[src/rtl/picorv32_mem_handshake_monitor.sv]
// Passive handshake monitor for the picorv32 native memory bus.
// Follows each mem_valid/mem_ready transaction, keeps a short stall history,
// bounds the number of wait cycles and checks that a waiting request holds
// its fields steady. Errors are sticky and the first one is latched as a code.
// All outputs come straight from flops (or a decode of the state flop), and
// the monitor only observes the bus.
module picorv32_mem_handshake_monitor #(
  parameter int  HIST_LEN     = 5,
  parameter int  MAX_WAIT     = 15,
  parameter int  CHECK_STABLE = 1,
  parameter int  CNT_WIDTH    = 32,
  localparam int WAIT_W       = $clog2(MAX_WAIT + 1)
) (
  input  logic                 clk,
  input  logic                 resetn,
  input  logic                 mem_valid,
  input  logic                 mem_instr,
  input  logic                 mem_ready,
  input  logic [31:0]          mem_addr,
  input  logic [31:0]          mem_wdata,
  input  logic [3:0]           mem_wstrb,
  output logic [HIST_LEN-1:0]  stall_hist,
  output logic [WAIT_W-1:0]    wait_cnt,
  output logic                 txn_active,
  output logic [CNT_WIDTH-1:0] xfer_count,
  output logic                 err_timeout,
  output logic                 err_unstable,
  output logic                 err_drop,
  output logic [1:0]           err_code
);

  localparam logic [1:0] CODE_NONE     = 2'd0;
  localparam logic [1:0] CODE_TIMEOUT  = 2'd1;
  localparam logic [1:0] CODE_UNSTABLE = 2'd2;
  localparam logic [1:0] CODE_DROP     = 2'd3;

  localparam logic [WAIT_W-1:0] WAIT_LIMIT = WAIT_W'(MAX_WAIT);

  typedef enum logic [1:0] {
    S_IDLE = 2'd0,
    S_WAIT = 2'd1,
    S_ERR  = 2'd2
  } state_t;

  state_t state_q, state_d;

  // Bus phase decode for the current cycle.
  logic stall;
  logic xfer;

  // Snapshot of the request taken when it first stalls.
  logic        cap_instr;
  logic [31:0] cap_addr;
  logic [31:0] cap_wdata;
  logic [3:0]  cap_wstrb;

  logic              capture_en;
  logic              count_en;
  logic              fields_changed;
  logic              stable_viol;
  logic [WAIT_W-1:0] wait_d;
  logic              set_timeout;
  logic              set_unstable;
  logic              set_drop;
  logic [1:0]        new_code;

  // Counter increment that sticks at all-ones instead of wrapping.
  function automatic logic [CNT_WIDTH-1:0] sat_inc(input logic [CNT_WIDTH-1:0] v);
    logic [CNT_WIDTH-1:0] r;
    if (&v) r = v;
    else    r = v + CNT_WIDTH'(1);
    return r;
  endfunction

  assign stall      = mem_valid && !mem_ready;
  assign xfer       = mem_valid && mem_ready;
  assign txn_active = (state_q == S_WAIT);

  // Compare the live request against the snapshot; write data only matters for writes.
  always_comb begin
    fields_changed = (mem_instr != cap_instr)
                  || (mem_addr  != cap_addr)
                  || (mem_wstrb != cap_wstrb)
                  || ((cap_wstrb != 4'd0) && (mem_wdata != cap_wdata));
    stable_viol    = (CHECK_STABLE != 0) && fields_changed;
  end

  // Next-state logic: transaction tracking and error detection in priority order.
  always_comb begin
    state_d      = state_q;
    wait_d       = wait_cnt;
    capture_en   = 1'b0;
    count_en     = 1'b0;
    set_timeout  = 1'b0;
    set_unstable = 1'b0;
    set_drop     = 1'b0;
    unique case (state_q)
      S_IDLE: begin
        count_en = xfer;
        if (stall) begin
          capture_en = 1'b1;
          wait_d     = WAIT_W'(1);
          state_d    = S_WAIT;
        end
      end
      S_WAIT: begin
        // A completing beat is counted even if it also breaks a rule.
        count_en = xfer;
        if (!mem_valid) begin
          set_drop = 1'b1;
          state_d  = S_ERR;
        end else if (stable_viol) begin
          set_unstable = 1'b1;
          state_d      = S_ERR;
        end else if (mem_ready) begin
          wait_d  = '0;
          state_d = S_IDLE;
        end else if (wait_cnt == WAIT_LIMIT) begin
          set_timeout = 1'b1;
          state_d     = S_ERR;
        end else begin
          wait_d = wait_cnt + WAIT_W'(1);
        end
      end
      S_ERR: begin
        state_d = S_ERR;
      end
      default: begin
        state_d = S_IDLE;
      end
    endcase
  end

  // First-error encoding; the same order as the WAIT checks.
  always_comb begin
    new_code = CODE_NONE;
    if (set_drop)          new_code = CODE_DROP;
    else if (set_unstable) new_code = CODE_UNSTABLE;
    else if (set_timeout)  new_code = CODE_TIMEOUT;
  end

  // State register and per-transaction wait counter.
  always_ff @(posedge clk or negedge resetn) begin
    if (!resetn) begin
      state_q  <= S_IDLE;
      wait_cnt <= '0;
    end else begin
      state_q  <= state_d;
      wait_cnt <= wait_d;
    end
  end

  // Request snapshot, loaded only when a new request starts stalling.
  always_ff @(posedge clk or negedge resetn) begin
    if (!resetn) begin
      cap_instr <= 1'b0;
      cap_addr  <= '0;
      cap_wdata <= '0;
      cap_wstrb <= '0;
    end else if (capture_en) begin
      cap_instr <= mem_instr;
      cap_addr  <= mem_addr;
      cap_wdata <= mem_wdata;
      cap_wstrb <= mem_wstrb;
    end
  end

  // Saturating count of completed transfers; frozen once an error is latched.
  always_ff @(posedge clk or negedge resetn) begin
    if (!resetn) begin
      xfer_count <= '0;
    end else if (count_en) begin
      xfer_count <= sat_inc(xfer_count);
    end
  end

  // Sticky error flags and the first-error code.
  always_ff @(posedge clk or negedge resetn) begin
    if (!resetn) begin
      err_timeout  <= 1'b0;
      err_unstable <= 1'b0;
      err_drop     <= 1'b0;
      err_code     <= CODE_NONE;
    end else begin
      if (set_timeout)  err_timeout  <= 1'b1;
      if (set_unstable) err_unstable <= 1'b1;
      if (set_drop)     err_drop     <= 1'b1;
      if (err_code == CODE_NONE) err_code <= new_code;
    end
  end

  // Stall history keeps shifting in every state, including after an error.
  generate
    if (HIST_LEN == 1) begin : g_hist_single
      // Single-bit history simply remembers the previous cycle's stall.
      always_ff @(posedge clk or negedge resetn) begin
        if (!resetn) stall_hist <= '0;
        else         stall_hist <= stall;
      end
    end else begin : g_hist_shift
      // Shift the newest stall sample into bit 0.
      always_ff @(posedge clk or negedge resetn) begin
        if (!resetn) stall_hist <= '0;
        else         stall_hist <= {stall_hist[HIST_LEN-2:0], stall};
      end
    end
  endgenerate

endmodule

[config.mk]
export PLATFORM = sky130hd
export DESIGN_NAME = picorv32_mem_handshake_monitor
export DESIGN_NICKNAME = d
export VERILOG_FILES = /design/src/rtl/picorv32_mem_handshake_monitor.sv
export SDC_FILE = /design/constraint.sdc
export NUM_CORES = 1
export LEC_CHECK = 0
export BUFFER_PORTS_ARGS = -buffer_cell sky130_fd_sc_hd__clkbuf_2
export CAP_MARGIN = 25
export CORE_UTILIZATION = 45
export CTS_BUF_LIST = sky130_fd_sc_hd__clkbuf_8 sky130_fd_sc_hd__clkbuf_16
export DETAILED_ROUTE_END_ITERATION = 6
export GPL_TIMING_DRIVEN = 0
export PLACE_DENSITY_LB_ADDON = 0.1
export SYNTH_ARGS = -nofsm -noshare
export SYNTH_HDL_FRONTEND = slang
export SYNTH_SLANG_ARGS = --single-unit
[constraint.sdc]
create_clock -name clk -period 2.5 [get_ports clk]
set_input_delay 0.5 -clock clk [delete_from_list [all_inputs] [get_ports clk]]
set_output_delay 0.5 -clock clk [all_outputs]
set_load 0.02 [all_outputs]
==> impl_results.md, run 1 <==
* Clock Skew at 0.0100 ns
* Layout cells sized above 1 at between 40% and 50%
* Ys async rst share at 100%
* Pin count of the biggest net entering global routing at a little under 90
* CTS Buffer Depth at 2
* Clk pwr share at about a third
* Core Box Area at approximately 12000 um^2
* Mapped Nets at 508
* Worst EP arrival at 2.54 ns
* Worst-Skew Late Latency at 0.41 ns
* Final #Nets at 647
* Num CTS Buffers at 17
* Switching Share at 28.3%
* Slew @ Worst Pin at 0.653 ns
* WL final at 11.0 mm
* Gpl congestion at 0.769
* Final hold violation count at 0
* Most frequent cells in the layout: 117 x dfrtp_1, 117 x clkbuf_2, 71 x xnor2_1
* Vias/cell at 5.09
* Max Freq at 446 MHz
* Synth Cell Area at 5490 um^2
* Root Buffer: clkbuf_16
* Post-Syn Area per Cell at 12.7 um^2
* Startpoint Class: flop
* Wire length per cell at 15.1 um
* Maximum vdd drop at around 0.00043 V
* YS warnings at 0
* Final setup fails at 0
* Slew HR at 56.5%
* Antenna Nets Post-Route at 0
* Vias at 3703
* CP Capture Type: flop
* Total clock sinks at 117
* H-Tree Depth at 4
* Ys flop type: dfrtp_1
* Outcome: complete, no violations
* Req. time, crit path at about 2.8 ns
* Lkg Pwr at 3.17 nW
* Rows at 39
* First-pass GRT wire length at 18.4 mm
* Dpl cells at 695
* Worst-path maximum fanout at 9
* Internal Pwr Total at about 0.0050 W
* Final worst-path setup slack at 0.256 ns
* Layout area overhead at 25.3%
* Max Cap Violations at 0
* Estimated wirelength of the detail-placed design at 8.05 mm
* Die Width at about 110 um
* IO buf count at 118
* Final worst-path cycle share at 89.8%
* Gr ovfl total at 0
* Slew Viols, Final at 0
* Min-Delay Path Class: in2reg
* Die footprint at 12600 um^2
* Dpl ws at -0.0731 ns
* Overall power at 0.00697 W
* Final Non-Filler Cells at 728
* Combinational power share at approximately a quarter
* DRT iter0 DRCs at 129
* Yosys reg bits at 117
* Ant diodes at 0
* First drt pass iteration count at 4
* Number of placed I/O pins at 120
* NetSw at 0.00197 W
* Post-synth EDFFs at 0
* Die H at 112 um
* Clock-pin slew on the worst setup and hold paths at around 0.05 ns
* Vias in the first global route at 3754
* Starting Density at approximately 47%
* DRC errors left at 0
* PwrDens at 1010 nW/um^2
* Fin crit period at 2.24 ns
* CTS tree: done
* Synth cell types at 43
* Antenna violations before repair at 0
* Register area share after synthesis at 53.3%
* Seq pwr share at between 40% and 50%
* Cells after Synth at 433
* CP Class: reg2reg
* Overall Global Routing Usage at 19.2%
* RSZ-0062 raised after global routing: no
-- cell type report --
type	count	area, um^2
plain buffers	8	30.0
clock buffers	20	467
clock inverters	12	86.3
fillers	984	4790
inverters	6	22.5
multi-input cells	302	2530
flip-flops and latches	117	2930
well taps	143	179
repair buffers	120	637
-- power by group through the flow --
stage / combinational [W] / clock [W] / sequential (W)
after detailed placement: 0.00175 / 0 / 0.00304
after floorplan: 0.00128 / 0 / 0.00302
after global routing: 0.00191 / 0.00239 / 0.00310
final: 0.00173 / 0.00223 / 0.00301
after CTS: 0.00176 / 0.00229 / 0.00302
after global placement: 0.00169 / 0 / 0.00300
-- worst paths after layout --
path                                       startpoint                   endpoint  slack (ns)  cells past startpoint
max                        xfer_count[18]$_DFFE_PN0P_  xfer_count[9]$_DFFE_PN0P_        0.26                      7
min                                     mem_wdata[14]  cap_wdata[14]$_DFFE_PN0P_        0.35                      2
max reg2reg                xfer_count[18]$_DFFE_PN0P_  xfer_count[9]$_DFFE_PN0P_        0.26                      7
min reg2reg                   stall_hist[1]$_DFF_PN0_    stall_hist[2]$_DFF_PN0_        0.38                      0
max in group asynchronous                      resetn    cap_addr[8]$_DFFE_PN0P_        1.26                      3
min in group asynchronous                      resetn  cap_wdata[17]$_DFFE_PN0P_        0.54                      2
-- worst max-delay path, cell delays in order (launching register included) --
cell	delay, ns
dfrtp_1	0.42
and3_1	0.25
and4_1	0.21
and4_1	0.24
nand3_2	0.14
nor3b_2	0.52
nand4_1	0.19
xnor2_1	0.16
-- synthesized netlist by cell type, drive strengths merged (3+ instances only) --
cell type  instances  area, um^2
nor4               9        56.3
inv                6        22.5
clkbuf             8        30.0
dfrtp            117        2930
nor2              13        51.3
nor2b              3        18.8
nand2             18        67.6
xor2              29         254
nand3             15        80.1
a21oi              3        15.0
nand4             25         163
xnor2             71         622
and3               8        55.1
mux2              70         792
nor3               9        72.6
nand2b             3        18.8
and4               3        26.3
-- sequential cells by signal, indices dropped and copies added (netlist names) --
name,count
wait_cnt,4
xfer_count,32
stall_hist,5
err_timeout,1
cap_addr,32
state_q,2
err_code,2
err_drop,1
cap_wstrb,4
cap_wdata,32
err_unstable,1
cap_instr,1
-- cells by family after synthesis --
family                   count (synthesis)  synth area share (%)
flip-flops                             117                  53.3
AND/OR/NAND/NOR                        111                  12.3
XOR/XNOR                               100                  16.0
multiplexers                            71                  14.6
AO/OA/AOI/OAI                           18                  2.39
buffers and inverters                   14                 0.957
adder cells (fa/ha/maj)                  2                 0.456
-- per-layer routing --
layer | share of wire, % | vias up | wire, um | global-route usage, %
met3 | 5.8 | 15 | 637 | 7.83
met5 | 0 | - | 0 | 0
met4 | 1.5 | 0 | 170 | 7.56
met1 | 46 | 1788 | 5040 | 23.9
met2 | 47 | 95 | 5160 | 30.0
li1 | - | 1805 | - | -
-- per-stage QoR --
step	util, %	cell area (um^2)	setup TNS, ns	hold WS, ns
final	59.0	6880	0	0.346
after global routing	59.0	6880	0	0.321
after CTS	58.8	6860	0	0.328
after detailed placement	54.0	6300	-1.94	0.372
after global placement	53.7	6260	-97.57	0.362
after floorplan	-	5490	0	0.204
-- what timing repair did --
item                                   4_1_cts  5_1_grt
endpoints found under the hold margin       30        0
hold buffers                                 1        0
setup buffers                                0        0
resized for setup                            0        3
setup endpoints to repair                    0       75
Note: power is estimated with default switching activity, not from simulation.
==> run 2, diff against run 1 <==
Settings changed: CORE_UTILIZATION 45 to 30.
==> impl_results.md, run 2 (synthesized netlist as in run 1, its figures left out) <==
* Final worst-path setup slack at 0.225 ns (-0.0305 ns)
* Starting Density at 30.6% (-17 points)
* CP Class: reg2reg
* Lkg Pwr at 3.21 nW (+1.2%)
* Core Box Area at 18000 um^2 (+54%)
* Min-Delay Path Class: in2async
* Slew Viols, Final at 0 (unchanged)
* Vias/cell at 4.65 (-8.6%)
* Gpl congestion at 0.717 (-6.7%)
* FF-to-FF path depth at 6 (-1)
* Die H at 137 um (+22%)
* Fin crit period at 2.27 ns (+0.0305 ns)
* Vias in the first global route at 3825 (+1.9%)
* Final #Nets at 646 (-0.15%)
* Hold Buf Count CTS at 0 (-1)
* CTS tree: done
* Maximum vdd drop at 0.000462 V (+8.3%)
* Outcome: complete, no violations
* Layout cells sized above 1 at 40.1% (-0.10 points)
* Die footprint at 18800 um^2 (+49%)
* H-Tree Depth at 4 (unchanged)
* Dpl ws at -0.220 ns (-0.147 ns)
* Total clock sinks at 117 (unchanged)
* Final hold violation count at 0 (unchanged)
* Filler cell count at 1763 (+79%)
* CP Capture Type: flop
* RSZ-0062 raised after global routing: no
* WL final at 12.2 mm (+11%)
* Slew HR at 53.5% (-3.0 points)
* IO buf count at 118 (unchanged)
* Overall Global Routing Usage at 14.2% (-5.0 points)
* PwrDens at 1050 nW/um^2 (+3.3%)
* Worst EP arrival at 2.57 ns (+0.03 ns)
* Layout area overhead at 29.1%
* First drt pass iteration count at 7 (+3)
* Antenna violations before repair at 0 (unchanged)
* Final worst-path cycle share at 91.0% (+1.2 points)
* CTS Buffer Depth at 2 (unchanged)
* Clock-pin slew on the worst setup and hold paths at 0.05 ns (about the same)
* Worst hold slack at 0.0636 ns (-0.282 ns)
* Max Cap Violations at 0 (unchanged)
* Estimated wirelength of the detail-placed design at 8.85 mm (+9.9%)
* Slew @ Worst Pin at 0.698 ns (+0.0451 ns)
* Antenna Nets Post-Route at 0 (unchanged)
* Final setup fails at 0 (unchanged)
* Startpoint Class: flop
* Biggest regs: cap_addr x32, cap_wdata x32, xfer_count x32
* Worst-Skew Late Latency at 0.41 ns (about the same)
* Gr ovfl total at 0 (unchanged)
* DRT iter0 DRCs at 114 (-12%)
* Flop2flop setup slack at 0.23 ns (-0.03 ns)
* Clock Skew at 0.00912 ns (-0.000890 ns)
* First-pass GRT wire length at 19.9 mm (+8.4%)
* Die Width at 137 um (+22%)
* Pin count of the biggest net entering global routing at 63 (-28%)
* Root Buffer: clkbuf_16
* Number of placed I/O pins at 120 (unchanged)
* Rows at 49 (+26%)
* Wire length per cell at 15.0 um (-0.62%)
* DRC errors left at 0 (unchanged)
* Num CTS Buffers at 17 (unchanged)
* Setup bufs post-CTS at 0 (unchanged)
* Most frequent cells in the layout: 117 x dfrtp_1, 117 x clkbuf_2, 71 x xnor2_1
* Req. time, crit path at 2.79 ns (about the same)
* Worst-path maximum fanout at 7 (-2)
* Vias at 3786 (+2.2%)
* Max Freq at 440 MHz (-1.3%)
* RR Endpoint: xfer_count[1]$_DFFE_PN0P_
* Reg-to-Reg Start: xfer_count[4]$_DFFE_PN0P_
[run 2: worst max-delay path, stage by stage (launching register included)]
cell	delay, ns
dfrtp_1	0.46
nand4_2	0.17
nor3_4	0.35
nor3b_4	0.44
nand3_2	0.20
and3_4	0.24
mux2_4	0.29
[run 2: final cells by class]
cell class	instances	area [um^2]	area share, %
tap	229	287	4.04
clock inverter	12	184	2.60
sequential	117	2930	41.3
inverter	6	22.5	0.318
multi-input combinational	302	2540	35.8
buffer	8	30.0	0.424
timing repair buffer	119	627	8.85
clock buffer	20	467	6.59
antenna	1	2.50	0.0353
[run 2: power by group]
part | internal [W] | total (W) | switching, W
clock network | 0.00183 | 0.00267 | 0.000839
registers | 0.00254 | 0.00300 | 0.000453
logic | 0.00103 | 0.00175 | 0.000720
total | 0.00541 | 0.00742 | 0.00201
[run 2: worst max path at each step]
stage,from,end,slack [ns]
after floorplan,xfer_count[4]$_DFFE_PN0P_,xfer_count[1]$_DFFE_PN0P_,0.39
after global placement,resetn,xfer_count[31]$_DFFE_PN0P_,-0.99
after detailed placement,mem_ready,cap_addr[31]$_DFFE_PN0P_,-0.22
after CTS,cap_wdata[20]$_DFFE_PN0P_,wait_cnt[0]$_DFFE_PN0P_,0.002
after global routing,state_q[1]$_DFFE_PN0P_,xfer_count[12]$_DFFE_PN0P_,0.05
final,xfer_count[4]$_DFFE_PN0P_,xfer_count[1]$_DFFE_PN0P_,0.23
[run 2: repair_timing]
action / in CTS / in global routing
setup endpoints to repair: 0 / 67
hold endpoints to repair: 0 / 0
resized for setup: 0 / 5
[run 2: stage by stage]
step                      util [%]  setup TNS, ns  area [um^2]  cells  power [W]
after floorplan                  -              0         5490    433    0.00430
after detailed placement      35.6         -13.22         6400    781    0.00479
final                         39.5              0         7090    814    0.00742
after global placement        35.4        -126.63         6370    780    0.00472
after global routing          39.4              0         7080    813    0.00789
after CTS                     39.3              0         7050    813    0.00753
[run 2: routing by layer]
| metal | vias up | global-route usage, % | share of wire (%) | routed length [um] |
|---|---|---|---|---|
| met1 | 1885 | 19.1 | 47 | 5740 |
| met3 | 15 | 3.90 | 4.5 | 553 |
| li1 | 1811 | - | - | - |
| met4 | 0 | 6.23 | 1.5 | 187 |
| met2 | 75 | 21.4 | 47 | 5760 |
| met5 | - | 0 | 0 | 0 |
